===== src/rtl/prbs_pkg.sv =====
// Shared types and default sizing for the PRBS BER monitor slice.
package prbs_pkg;

  typedef enum logic [1:0] {
    IDLE,
    ACQUIRE,
    MEASURE,
    DONE
  } ber_state_t;

  localparam int unsigned BER_CNT_W  = 16;
  localparam int unsigned BER_LOCK_N = 8;
  localparam int unsigned BER_LOSS_N = 4;

endpackage


===== src/rtl/prbs_run_counter.sv =====
// Saturating consecutive-run counter. hit flags the cycle whose inc brings
// the run to N, so the owner can react on that same sample.
module prbs_run_counter
  import prbs_pkg::*;
#(
  parameter int unsigned N = BER_LOCK_N
) (
  input  logic clk,
  input  logic reset,
  input  logic inc,
  input  logic clr,
  output logic hit
);

  localparam int unsigned W    = $clog2(N + 1);
  localparam logic [W-1:0] LAST = W'(N - 1);
  localparam logic [W-1:0] FULL = W'(N);

  logic [W-1:0] run;

  assign hit = inc && !clr && (run >= LAST);

  // Run length: cleared on clr, otherwise counts inc up to N and holds there.
  always_ff @(posedge clk) begin
    if (!reset) begin
      run <= '0;
    end else if (clr) begin
      run <= '0;
    end else if (inc && (run != FULL)) begin
      run <= run + W'(1);
    end
  end

endmodule


===== src/rtl/prbs_ber_monitor.sv =====
// Bit-error-rate monitor: locks on a clean pass run, counts bits and errors
// over a programmable window, tracks lock loss and reports a verdict.
module prbs_ber_monitor
  import prbs_pkg::*;
#(
  parameter int unsigned CNT_W      = BER_CNT_W,
  parameter int unsigned LOCK_N     = BER_LOCK_N,
  parameter int unsigned LOSS_N     = BER_LOSS_N,
  parameter int unsigned ERR_THRESH = 0
) (
  input  logic             clk,
  input  logic             reset,
  input  logic             en,
  input  logic             pass,
  input  logic             start,
  input  logic             abort,
  input  logic [CNT_W-1:0] window_len,
  output logic             busy,
  output logic             locked,
  output logic             done,
  output logic [CNT_W-1:0] bit_count,
  output logic [CNT_W-1:0] err_count,
  output logic             err_sat,
  output logic             lock_lost,
  output logic             ber_ok
);

  localparam logic [CNT_W-1:0] THRESH = CNT_W'(ERR_THRESH);

  ber_state_t       state, state_n;
  logic [CNT_W-1:0] window, win_n, bit_n, err_n;
  logic             sat_n, lost_n, done_n, ok_n;
  logic             pass_inc, pass_clr, pass_hit;
  logic             fail_inc, fail_clr, fail_hit;

  prbs_run_counter #(.N(LOCK_N)) u_pass_run (
    .clk   (clk),
    .reset (reset),
    .inc   (pass_inc),
    .clr   (pass_clr),
    .hit   (pass_hit)
  );

  prbs_run_counter #(.N(LOSS_N)) u_fail_run (
    .clk   (clk),
    .reset (reset),
    .inc   (fail_inc),
    .clr   (fail_clr),
    .hit   (fail_hit)
  );

  // Next-state and next-output evaluation: abort > start > sample processing.
  // Window end is tested before lock loss so a coincident LOSS_N still lands in DONE.
  always_comb begin
    state_n  = state;
    win_n    = window;
    bit_n    = bit_count;
    err_n    = err_count;
    sat_n    = err_sat;
    lost_n   = lock_lost;
    ok_n     = ber_ok;
    done_n   = 1'b0;
    pass_inc = 1'b0;
    pass_clr = 1'b0;
    fail_inc = 1'b0;
    fail_clr = 1'b0;
    if (abort) begin
      state_n  = IDLE;
      bit_n    = '0;
      err_n    = '0;
      sat_n    = 1'b0;
      lost_n   = 1'b0;
      ok_n     = 1'b0;
      pass_clr = 1'b1;
      fail_clr = 1'b1;
    end else if (start && (state == IDLE || state == DONE)) begin
      state_n  = ACQUIRE;
      win_n    = window_len;
      bit_n    = '0;
      err_n    = '0;
      sat_n    = 1'b0;
      lost_n   = 1'b0;
      ok_n     = 1'b0;
      pass_clr = 1'b1;
      fail_clr = 1'b1;
    end else begin
      case (state)
        ACQUIRE: begin
          fail_clr = 1'b1;
          if (en) begin
            if (pass) begin
              pass_inc = 1'b1;
              if (pass_hit) state_n = MEASURE;
            end else begin
              pass_clr = 1'b1;
            end
          end
        end
        MEASURE: begin
          pass_clr = 1'b1;
          if (window == '0) begin
            fail_clr = 1'b1;
            state_n  = DONE;
            done_n   = 1'b1;
            ok_n     = (err_count <= THRESH) && !lock_lost;
          end else if (en) begin
            bit_n = bit_count + CNT_W'(1);
            if (!pass) begin
              fail_inc = 1'b1;
              if (err_count != '1) err_n = err_count + CNT_W'(1);
              if (err_n == '1) sat_n = 1'b1;
            end else begin
              fail_clr = 1'b1;
            end
            if (bit_n == window) begin
              state_n = DONE;
              done_n  = 1'b1;
              if (fail_hit) lost_n = 1'b1;
              ok_n    = (err_n <= THRESH) && !lost_n;
            end else if (fail_hit) begin
              state_n = ACQUIRE;
              lost_n  = 1'b1;
            end
          end
        end
        default: begin
          pass_clr = 1'b1;
          fail_clr = 1'b1;
        end
      endcase
    end
  end

  // State and all outputs registered; busy/locked decoded from the next state.
  always_ff @(posedge clk) begin
    if (!reset) begin
      state     <= IDLE;
      window    <= '0;
      bit_count <= '0;
      err_count <= '0;
      err_sat   <= 1'b0;
      lock_lost <= 1'b0;
      ber_ok    <= 1'b0;
      done      <= 1'b0;
      busy      <= 1'b0;
      locked    <= 1'b0;
    end else begin
      state     <= state_n;
      window    <= win_n;
      bit_count <= bit_n;
      err_count <= err_n;
      err_sat   <= sat_n;
      lock_lost <= lost_n;
      ber_ok    <= ok_n;
      done      <= done_n;
      busy      <= (state_n == ACQUIRE) || (state_n == MEASURE);
      locked    <= (state_n == MEASURE);
    end
  end

endmodule

===== config.mk =====
export PLATFORM = sky130hd
export DESIGN_NAME = prbs_ber_monitor
export DESIGN_NICKNAME = d
export VERILOG_FILES = /design/src/rtl/prbs_pkg.sv /design/src/rtl/prbs_run_counter.sv /design/src/rtl/prbs_ber_monitor.sv
export SDC_FILE = /design/constraint.sdc
export NUM_CORES = 1
export LEC_CHECK = 0
export CAP_MARGIN = 40
export CORE_ASPECT_RATIO = 1.5
export CORE_MARGIN = 2
export CORE_UTILIZATION = 44
export DETAILED_ROUTE_END_ITERATION = 8
export PLACE_DENSITY = 0.63
export SYNTH_ARGS = -nofsm -noshare
export SYNTH_HDL_FRONTEND = slang
export SYNTH_SLANG_ARGS = --single-unit

===== constraint.sdc =====
create_clock -name clk -period 8.3 [get_ports clk]
set_input_delay 1.66 -clock clk [delete_from_list [all_inputs] [get_ports clk]]
set_output_delay 1.66 -clock clk [all_outputs]
set_load 0.02 [all_outputs]

==> tab_implementation.tex, run 1 <==
\begin{tabular}{lr}
\hline
Metric & Value \\
\hline
\multicolumn{2}{l}{\textbf{Clock network}} \\
\quad Count of instances resized after the clock tree is built & 0 \\
\quad Clock-pin transition on the worst setup and hold timing paths & 0.05 ns \\
\quad Hold-fix buffers, CTS & 0 \\
\quad Clock tree from TritonCTS & done \\
\quad Total CTS buffers & 9 \\
\quad Clock sink count & 63 \\
\quad Worst-skew pair later-pin latency & 0.33 ns \\
\quad Clock Tree Root & sky130\_fd\_sc\_hd\_\_clkbuf\_16 \\
\quad Number of buffers on the longest clock path & 2 \\
\quad Total setup buffers inserted after CTS & 0 \\
\quad Number of H-tree levels & 3 \\
\multicolumn{2}{l}{\textbf{Global route}} \\
\quad Via count of the first global-routing pass & 3414 \\
\quad Number of antenna violations at the first check in global routing & 0 \\
\quad Aggregate global-route resource usage & 0.218 \\
\quad Pin count of the biggest net entering global routing & 26 \\
\quad First-pass GRT wire length & 16400 um \\
\quad GRT Residual Overflow & 0 \\
\multicolumn{2}{l}{\textbf{Hold path}} \\
\quad Type of the tightest min-delay check & register to register \\
\multicolumn{2}{l}{\textbf{Yosys}} \\
\quad Fraction of the yosys area taken by sequential cells & 0.325 \\
\quad Avg Cell Area, Syn & 7.68 sq um \\
\quad Synth top area share & 0.325 \\
\quad Synthesized netlist net count & 539 \\
\quad Library cell with the largest summed area after synthesis & sky130\_fd\_sc\_hd\_\_dfxtp\_1 \\
\quad Dominant synthesized flop cell & sky130\_fd\_sc\_hd\_\_dfxtp\_1 \\
\quad Count of distinct cell types in the synthesized netlist & 60 \\
\quad Netlist Area Pre-Place & 3880 sq um \\
\quad Post-Synthesis Cells & 506 \\
\quad Number of warning messages in the yosys log & 0 \\
\quad FF+latch count, synth & 63 \\
\quad Fraction of registers with async set/reset & 0 \\
\quad Dominant cells by area after synthesis & sky130\_fd\_sc\_hd\_\_dfxtp\_1 (32\%), sky130\_fd\_sc\_hd\_\_xnor2\_1 (7.0\%), sky130\_fd\_sc\_hd\_\_nand2\_1 (7.0\%), sky130\_fd\_sc\_hd\_\_nor2\_1 (6.0\%), sky130\_fd\_sc\_hd\_\_a21oi\_1 (4.4\%) \\
\quad Post-synth EDFFs & 0 \\
\multicolumn{2}{l}{\textbf{Setup path}} \\
\quad Data required, critical path & 8.58 ns \\
\quad Family with the most delay on the worst path & compound AO/OA/AOI/OAI gates \\
\quad Worst path buffer plus inverter count & 1 \\
\quad CP max stage delay & 0.49 ns \\
\quad Max stage delay cell, worst path & sky130\_fd\_sc\_hd\_\_clkdlybuf4s50\_1 \\
\quad Crit. End Element & register \\
\quad Cells along the critical path & clkdlybuf4s50\_1, a21oi\_1, nand2\_1, a2111oi\_0, o211ai\_1, a2111o\_1, o22ai\_1, mux2\_2 \\
\quad Type of the setup path with the least slack & input port to register \\
\quad Arrival time at the worst endpoint & 4.26 ns \\
\quad Max FO, Critical Path & 13 \\
\quad Type of origin of the critical path & input port \\
\multicolumn{2}{l}{\textbf{Layout}} \\
\quad Synthesis-to-finish area growth & 24.1\% \\
\quad Diode count & 0 \\
\quad Fin cells & 658 \\
\quad Proportion of layout cells with a drive suffix above 1 & 0.0474 \\
\quad Final net count & 577 \\
\quad Layout Cell Area excl Fill & 4820 sq um \\
\quad Final cell utilization of the core & 0.553 \\
\multicolumn{2}{l}{\textbf{STA}} \\
\quad Pin slew with the least headroom to its limit & 0.726 ns \\
\quad Total count of max-transition violations in the final report & 0 \\
\quad Period utilisation layout & 0.479 \\
\quad Sum Neg Setup Slack & 0 ns \\
\quad Max\_slew headroom & 0.511 \\
\quad RSZ-0062 raised after global routing & no \\
\quad Max Clock Skew & 0.00661 ns \\
\quad Min Clock Period, post-route & 3.98 ns \\
\quad Maximum achievable frequency & 251 MHz \\
\quad Worst Slack Setup Final & 4.32 ns \\
\quad Hold Worst Slack & 0.477 ns \\
\quad Setup-failing EPs final & 0 \\
\quad Final hold viol count & 0 \\
\multicolumn{2}{l}{\textbf{Pwr}} \\
\quad Part of the total power dissipated in combinational logic & 0.062 \\
\quad Pint & 620 uW \\
\quad Overall power consumption & 781 uW \\
\quad Share of total power consumed by net switching & 0.206 \\
\quad Cell Pwr Density & 162 nW/um\^{}2 \\
\quad Leakage dissipation & 1.63 nW \\
\quad Net load switching power & 160 uW \\
\quad IR Drop Worst-Case VDD & 0.103 mV \\
\quad Part of the power in registers & 0.399 \\
\quad Part of the power in the clock network & 0.539 \\
\multicolumn{2}{l}{\textbf{Outcome}} \\
\quad Result of the run & finished clean \\
\multicolumn{2}{l}{\textbf{Detailed routing}} \\
\quad Vias after detailed routing & 3785 \\
\quad Detailed Routing Iterations Pass 1 & 4 \\
\quad Remaining routing DRC violations & 0 \\
\quad Violation count after the first detailed-route iteration & 279 \\
\quad Detail-routed net length per standard cell & 15.6 um \\
\quad Vias per cell & 5.75 \\
\quad Final WL & 10300 um \\
\quad Number of nets with antenna violations after detailed routing & 0 \\
\multicolumn{2}{l}{\textbf{Floorplanning}} \\
\quad Number of core rows & 42 \\
\quad CORE AREA & 8720 sq um \\
\quad Die area & 9610 sq um \\
\quad Initial Util & 0.445 \\
\quad Die height & 119 um \\
\quad IO Count & 60 \\
\quad Die Width & 80.7 um \\
\multicolumn{2}{l}{\textbf{Placed design}} \\
\quad Worst slack at placement & 4.04 ns \\
\quad Number of input and output port buffers inserted & 59 \\
\quad Cell area reported after detailed placement & 4490 sq um \\
\quad Routability congestion estimate & 0.883 \\
\quad Sum of net half-perimeters after detailed placement & 7500 um \\
\quad Placed Cells & 643 \\
\multicolumn{2}{l}{\textbf{Flow run}} \\
\quad \# Max-Cap Violations & 0 \\
\hline
\end{tabular}
==> layout make-up <==
| type | count | area, sq um |
|---|---|---|
| clock buffer | 11 | 233 |
| inverter | 15 | 56.3 |
| sequential | 63 | 1260 |
| clock inverter | 4 | 95.1 |
| tap | 110 | 138 |
| fill | 848 | 3900 |
| multi-input combinational | 393 | 2420 |
| timing repair buffer | 62 | 613 |
==> cells by family (layout without fill, tap and decap cells) <==
kind of cell / Yosys count / count (layout) / share of synthesized area
simple gates: 239 / 239 / 0.305
compound gates: 82 / 82 / 0.142
flops: 63 / 63 / 0.325
buf+inv: 50 / 92 / 0.0509
xor+xnor: 49 / 49 / 0.111
mux: 12 / 12 / 0.0316
fa+ha+maj: 11 / 11 / 0.0354
==> worst min-delay path, stage by stage (launching register included) <==
cell and delay (ns):
sky130_fd_sc_hd__dfxtp_1 0.32, sky130_fd_sc_hd__nand2_1 0.06, sky130_fd_sc_hd__a21oi_1 0.05
==> power groups by stage <==
stage | registers, mW | logic (mW) | clock network (mW)
global placement | 0.317 | 0.0472 | 0
CTS | 0.311 | 0.0486 | 0.426
detailed placement | 0.318 | 0.0484 | 0
finish | 0.311 | 0.0485 | 0.421
global route | 0.311 | 0.0534 | 0.437
floorplan | 0.317 | 0.0289 | 0
==> sequential cells by signal (all words and copies together), names as in the netlist, 2 cells and up <==
| signal | flops |
|---|---|
| bit_count | 16 |
| err_count | 16 |
| window | 16 |
| u_pass_run.run | 4 |
| u_fail_run.run | 3 |
| state | 2 |
==> per-layer routing <==
layer / part of all wire / vias to the layer above / wire length, um / global-route usage
met3: 0.050 / 23 / 512 / 0.0402
met2: 0.52 / 134 / 5330 / 0.388
met4: 0.025 / 0 / 259 / 0.0953
li1: - / 1847 / - / -
met1: 0.41 / 1781 / 4190 / 0.247
met5: 0 / - / 0 / 0
==> path summary, 6_finish.rpt <==
check	startpoint	endpoint	slack (ns)	cells after the start
setup reg to reg	bit_count[4]	busy	5.10	9
hold / removal	window[7]	window[7]	0.48	2
setup / recovery	abort	ber_ok	4.32	8
hold reg to reg	window[7]	window[7]	0.48	2
==> synth_stat cells, types with 9 or more instances <==
cell	instances
sky130_fd_sc_hd__nand3_1	20
sky130_fd_sc_hd__nor4_1	9
sky130_fd_sc_hd__a21oi_1	34
sky130_fd_sc_hd__nand4_1	14
sky130_fd_sc_hd__clkbuf_1	28
sky130_fd_sc_hd__nor2_1	62
sky130_fd_sc_hd__and3_1	12
sky130_fd_sc_hd__xnor2_1	31
sky130_fd_sc_hd__dfxtp_1	63
sky130_fd_sc_hd__xor2_1	18
sky130_fd_sc_hd__inv_1	14
sky130_fd_sc_hd__mux2i_1	10
sky130_fd_sc_hd__nand2_1	72
sky130_fd_sc_hd__ha_1	11
sky130_fd_sc_hd__o21ai_0	9
sky130_fd_sc_hd__and4_1	11
==> cell usage in the layout, fill, tap and decap left out, types with 3 or more instances in the layout <==
master and count:
sky130_fd_sc_hd__nor3_1 7, sky130_fd_sc_hd__clkbuf_16 9, sky130_fd_sc_hd__xnor2_1 31, sky130_fd_sc_hd__nor2_1 62
sky130_fd_sc_hd__buf_4 3, sky130_fd_sc_hd__a31oi_1 3, sky130_fd_sc_hd__xor2_1 18, sky130_fd_sc_hd__o22ai_1 3
sky130_fd_sc_hd__a211o_1 3, sky130_fd_sc_hd__clkdlybuf4s50_1 59, sky130_fd_sc_hd__nand3_1 20, sky130_fd_sc_hd__nand4_1 14
sky130_fd_sc_hd__a211oi_1 5, sky130_fd_sc_hd__or3_1 7, sky130_fd_sc_hd__o211ai_1 3, sky130_fd_sc_hd__nor4_1 9
sky130_fd_sc_hd__dfxtp_1 63, sky130_fd_sc_hd__ha_1 11, sky130_fd_sc_hd__mux2i_1 10, sky130_fd_sc_hd__and4_1 11
sky130_fd_sc_hd__o21ai_0 9, sky130_fd_sc_hd__and3_1 12, sky130_fd_sc_hd__nand2_1 72, sky130_fd_sc_hd__inv_1 14
sky130_fd_sc_hd__nor2b_1 4, sky130_fd_sc_hd__nand2b_1 7, sky130_fd_sc_hd__bufinv_16 3, sky130_fd_sc_hd__a21oi_1 34
Note: power is estimated with default switching activity, not from simulation.
==> run 2: changes to the inputs <==
--- a/config.mk
+++ b/config.mk
@@ -10,7 +10,7 @@
 export CORE_MARGIN = 2
 export CORE_UTILIZATION = 44
 export DETAILED_ROUTE_END_ITERATION = 8
-export PLACE_DENSITY = 0.63
+export PLACE_DENSITY = 0.66
 export SYNTH_ARGS = -nofsm -noshare
 export SYNTH_HDL_FRONTEND = slang
 export SYNTH_SLANG_ARGS = --single-unit
==> constraint.sdc (replaced) <==
create_clock -name clk -period 3.4 [get_ports clk]
set_input_delay 0.68 -clock clk [delete_from_list [all_inputs] [get_ports clk]]
set_output_delay 0.68 -clock clk [all_outputs]
set_load 0.02 [all_outputs]
==> tab_implementation.tex, run 2 (synthesis results as in run 1) <==
\begin{tabular}{lr}
\hline
Metric & Value \\
\hline
\multicolumn{2}{l}{\textbf{Setup path}} \\
\quad Type of the setup path with the least slack & register to register \\
\quad Cells along the critical path & nand3\_1, or3\_4, or4\_1, a21oi\_1, nand4\_1, a221o\_1, a211oi\_1, ha\_1, nor2\_1 \\
\quad Crit. End Element & register \\
\quad Family with the most delay on the worst path & simple AND/OR/NAND/NOR gates \\
\quad Worst path buffer plus inverter count & 0 \\
\quad Data required, critical path & 3.67 ns \\
\quad Max stage delay cell, worst path & sky130\_fd\_sc\_hd\_\_or4\_1 \\
\quad Max FO, Critical Path & 6 \\
\quad Reg-to-reg startpoint & bit\_count[0] \\
\quad Register-to-Register Setup Slack & 0.40 ns \\
\quad Depth of the worst register-to-register path & 9 \\
\quad Type of origin of the critical path & register \\
\quad CP max stage delay & 0.53 ns \\
\quad Endpoint of the lowest-slack register-to-register path & busy \\
\quad Arrival time at the worst endpoint & 3.27 ns \\
\multicolumn{2}{l}{\textbf{Hold path}} \\
\quad Hold Startpoint & window[7] \\
\quad Hold endpoint & window[7] \\
\quad Hold-critical path depth & 2 \\
\quad Type of the tightest min-delay check & register to register \\
\multicolumn{2}{l}{\textbf{Floorplanning}} \\
\quad Die area & 9610 sq um \\
\quad Initial Util & 0.445 \\
\quad Number of core rows & 42 \\
\quad Die Width & 80.7 um \\
\quad CORE AREA & 8720 sq um \\
\quad Die height & 119 um \\
\quad IO Count & 60 \\
\multicolumn{2}{l}{\textbf{Placed design}} \\
\quad Routability congestion estimate & 0.916 \\
\quad Placed Cells & 653 \\
\quad Sum of net half-perimeters after detailed placement & 8000 um \\
\quad Number of input and output port buffers inserted & 59 \\
\multicolumn{2}{l}{\textbf{Clock network}} \\
\quad Clock tree from TritonCTS & done \\
\quad Total setup buffers inserted after CTS & 0 \\
\quad Hold-fix buffers, CTS & 0 \\
\quad Number of buffers on the longest clock path & 2 \\
\quad Worst-skew pair later-pin latency & 0.33 ns \\
\quad Total CTS buffers & 9 \\
\quad Clock sink count & 63 \\
\quad Number of H-tree levels & 3 \\
\quad Count of instances resized after the clock tree is built & 0 \\
\quad Clock-pin transition on the worst setup and hold timing paths & 0.05 ns \\
\quad Clock Tree Root & sky130\_fd\_sc\_hd\_\_clkbuf\_16 \\
\multicolumn{2}{l}{\textbf{Pwr}} \\
\quad Cell Pwr Density & 367 nW/um\^{}2 \\
\quad IR Drop Worst-Case VDD & 0.348 mV \\
\quad Leakage dissipation & 1.67 nW \\
\quad Overall power consumption & 1.79 mW \\
\multicolumn{2}{l}{\textbf{Flow run}} \\
\quad \# Max-Cap Violations & 0 \\
\multicolumn{2}{l}{\textbf{Global route}} \\
\quad GRT Residual Overflow & 0 \\
\quad Aggregate global-route resource usage & 0.236 \\
\quad First-pass GRT wire length & 17700 um \\
\quad Via count of the first global-routing pass & 3698 \\
\quad Number of antenna violations at the first check in global routing & 0 \\
\quad Pin count of the biggest net entering global routing & 37 \\
\multicolumn{2}{l}{\textbf{Detailed routing}} \\
\quad Detail-routed net length per standard cell & 15.8 um \\
\quad Violation count after the first detailed-route iteration & 177 \\
\quad Detailed Routing Iterations Pass 1 & 5 \\
\quad Vias after detailed routing & 3859 \\
\quad Number of nets with antenna violations after detailed routing & 0 \\
\quad Remaining routing DRC violations & 0 \\
\quad Vias per cell & 5.77 \\
\quad Final WL & 10600 um \\
\multicolumn{2}{l}{\textbf{Layout}} \\
\quad Proportion of layout cells with a drive suffix above 1 & 0.0698 \\
\quad Diode count & 0 \\
\quad Synthesis-to-finish area growth & 25.3\% \\
\quad Largest registers & bit\_count (16), err\_count (16), window (16) \\
\quad Fin cells & 669 \\
\quad Highest-count cells in the layout ignoring fill and taps & sky130\_fd\_sc\_hd\_\_nand2\_1 (72), sky130\_fd\_sc\_hd\_\_dfxtp\_1 (63), sky130\_fd\_sc\_hd\_\_nor2\_1 (62) \\
\quad Final net count & 587 \\
\quad Final cell utilization of the core & 0.558 \\
\quad Most common cell after layout, fill and taps aside & sky130\_fd\_sc\_hd\_\_nand2\_1 \\
\multicolumn{2}{l}{\textbf{STA}} \\
\quad Pin slew with the least headroom to its limit & 0.681 ns \\
\quad Max\_slew headroom & 0.543 \\
\quad Maximum achievable frequency & 333 MHz \\
\quad Max Clock Skew & 0.00699 ns \\
\quad Min Clock Period, post-route & 3.00 ns \\
\quad Final hold viol count & 0 \\
\quad Total count of max-transition violations in the final report & 0 \\
\quad RSZ-0062 raised after global routing & no \\
\quad Setup-failing EPs final & 0 \\
\quad Hold Worst Slack & 0.480 ns \\
\quad Sum Neg Setup Slack & 0 ns \\
\quad Period utilisation layout & 0.883 \\
\multicolumn{2}{l}{\textbf{Outcome}} \\
\quad Result of the run & finished clean \\
\hline
\end{tabular}
## run 2: changes by cell type in the layout (fill, tap and decap cells not counted)
cell                         delta
sky130_fd_sc_hd__bufinv_16      -2
sky130_fd_sc_hd__clkinvlp_4     +2
sky130_fd_sc_hd__clkinv_2       +2
sky130_fd_sc_hd__clkbuf_1       -2
sky130_fd_sc_hd__buf_4         +10
sky130_fd_sc_hd__clkbuf_8       +1
## run 2: worst max path at each step
stage | from | endpoint | slack, ns | cells after the start
floorplan | bit_count[3] | busy | 0.53 | 10
finish | bit_count[0] | busy | 0.40 | 9
CTS | bit_count[0] | busy | 0.39 | 9
detailed placement | abort | busy | 0.35 | 9
global route | bit_count[0] | busy | 0.17 | 10
global placement | abort | ber_ok | 0.40 | 8
## run 2: final cells by class
cell class / count / area (sq um)
Clock buffer: 10 / 239
Clock inverter: 6 / 60.1
Fill cell: 867 / 3860
Inverter: 15 / 56.3
Multi-Input combinational cell: 393 / 2420
Sequential cell: 63 / 1260
Tap cell: 110 / 138
Timing Repair Buffer: 72 / 688
## run 2: metal layers
layer / global-route usage / up-vias / routed length [um]
met5: 0 / - / 0
met4: 0.151 / 0 / 596
met3: 0.0402 / 48 / 538
met2: 0.405 / 152 / 5490
met1: 0.263 / 1789 / 3970
li1: - / 1870 / -
## run 2: report_power, final
group,switching (mW),internal [mW],total (mW)
logic,0.0649,0.0561,0.121
registers,0.0105,0.749,0.760
clock network,0.325,0.582,0.907
total,0.401,1.39,1.79
## run 2: stage by stage
stage / area (sq um) / setup WS (ns)
final: 4870 / 0.399
after floorplan: 3880 / 0.526
after CTS: 4870 / 0.388
after global placement: 4570 / 0.405
after detailed placement: 4570 / 0.352
after global routing: 4870 / 0.174
## run 2: worst register-to-register path, delay by kind of cell, from the launching register on
family,cells,cell delay (ns)
AO/OA/AOI/OAI,3,0.82
adder cells (fa/ha/maj),1,0.29
flip-flops,1,0.43
AND/OR/NAND/NOR,5,1.38
==> run 3: changes to the inputs <==
--- a/config.mk
+++ b/config.mk
@@ -5,6 +5,7 @@
 export SDC_FILE = /design/constraint.sdc
 export NUM_CORES = 1
 export LEC_CHECK = 0
+export ABC_CLOCK_PERIOD_IN_PS = 3400
 export CAP_MARGIN = 40
 export CORE_ASPECT_RATIO = 1.5
 export CORE_MARGIN = 2
==> results of run 3 <==
Same layout as run 2: the final DEF is identical, and so are final timing and power.
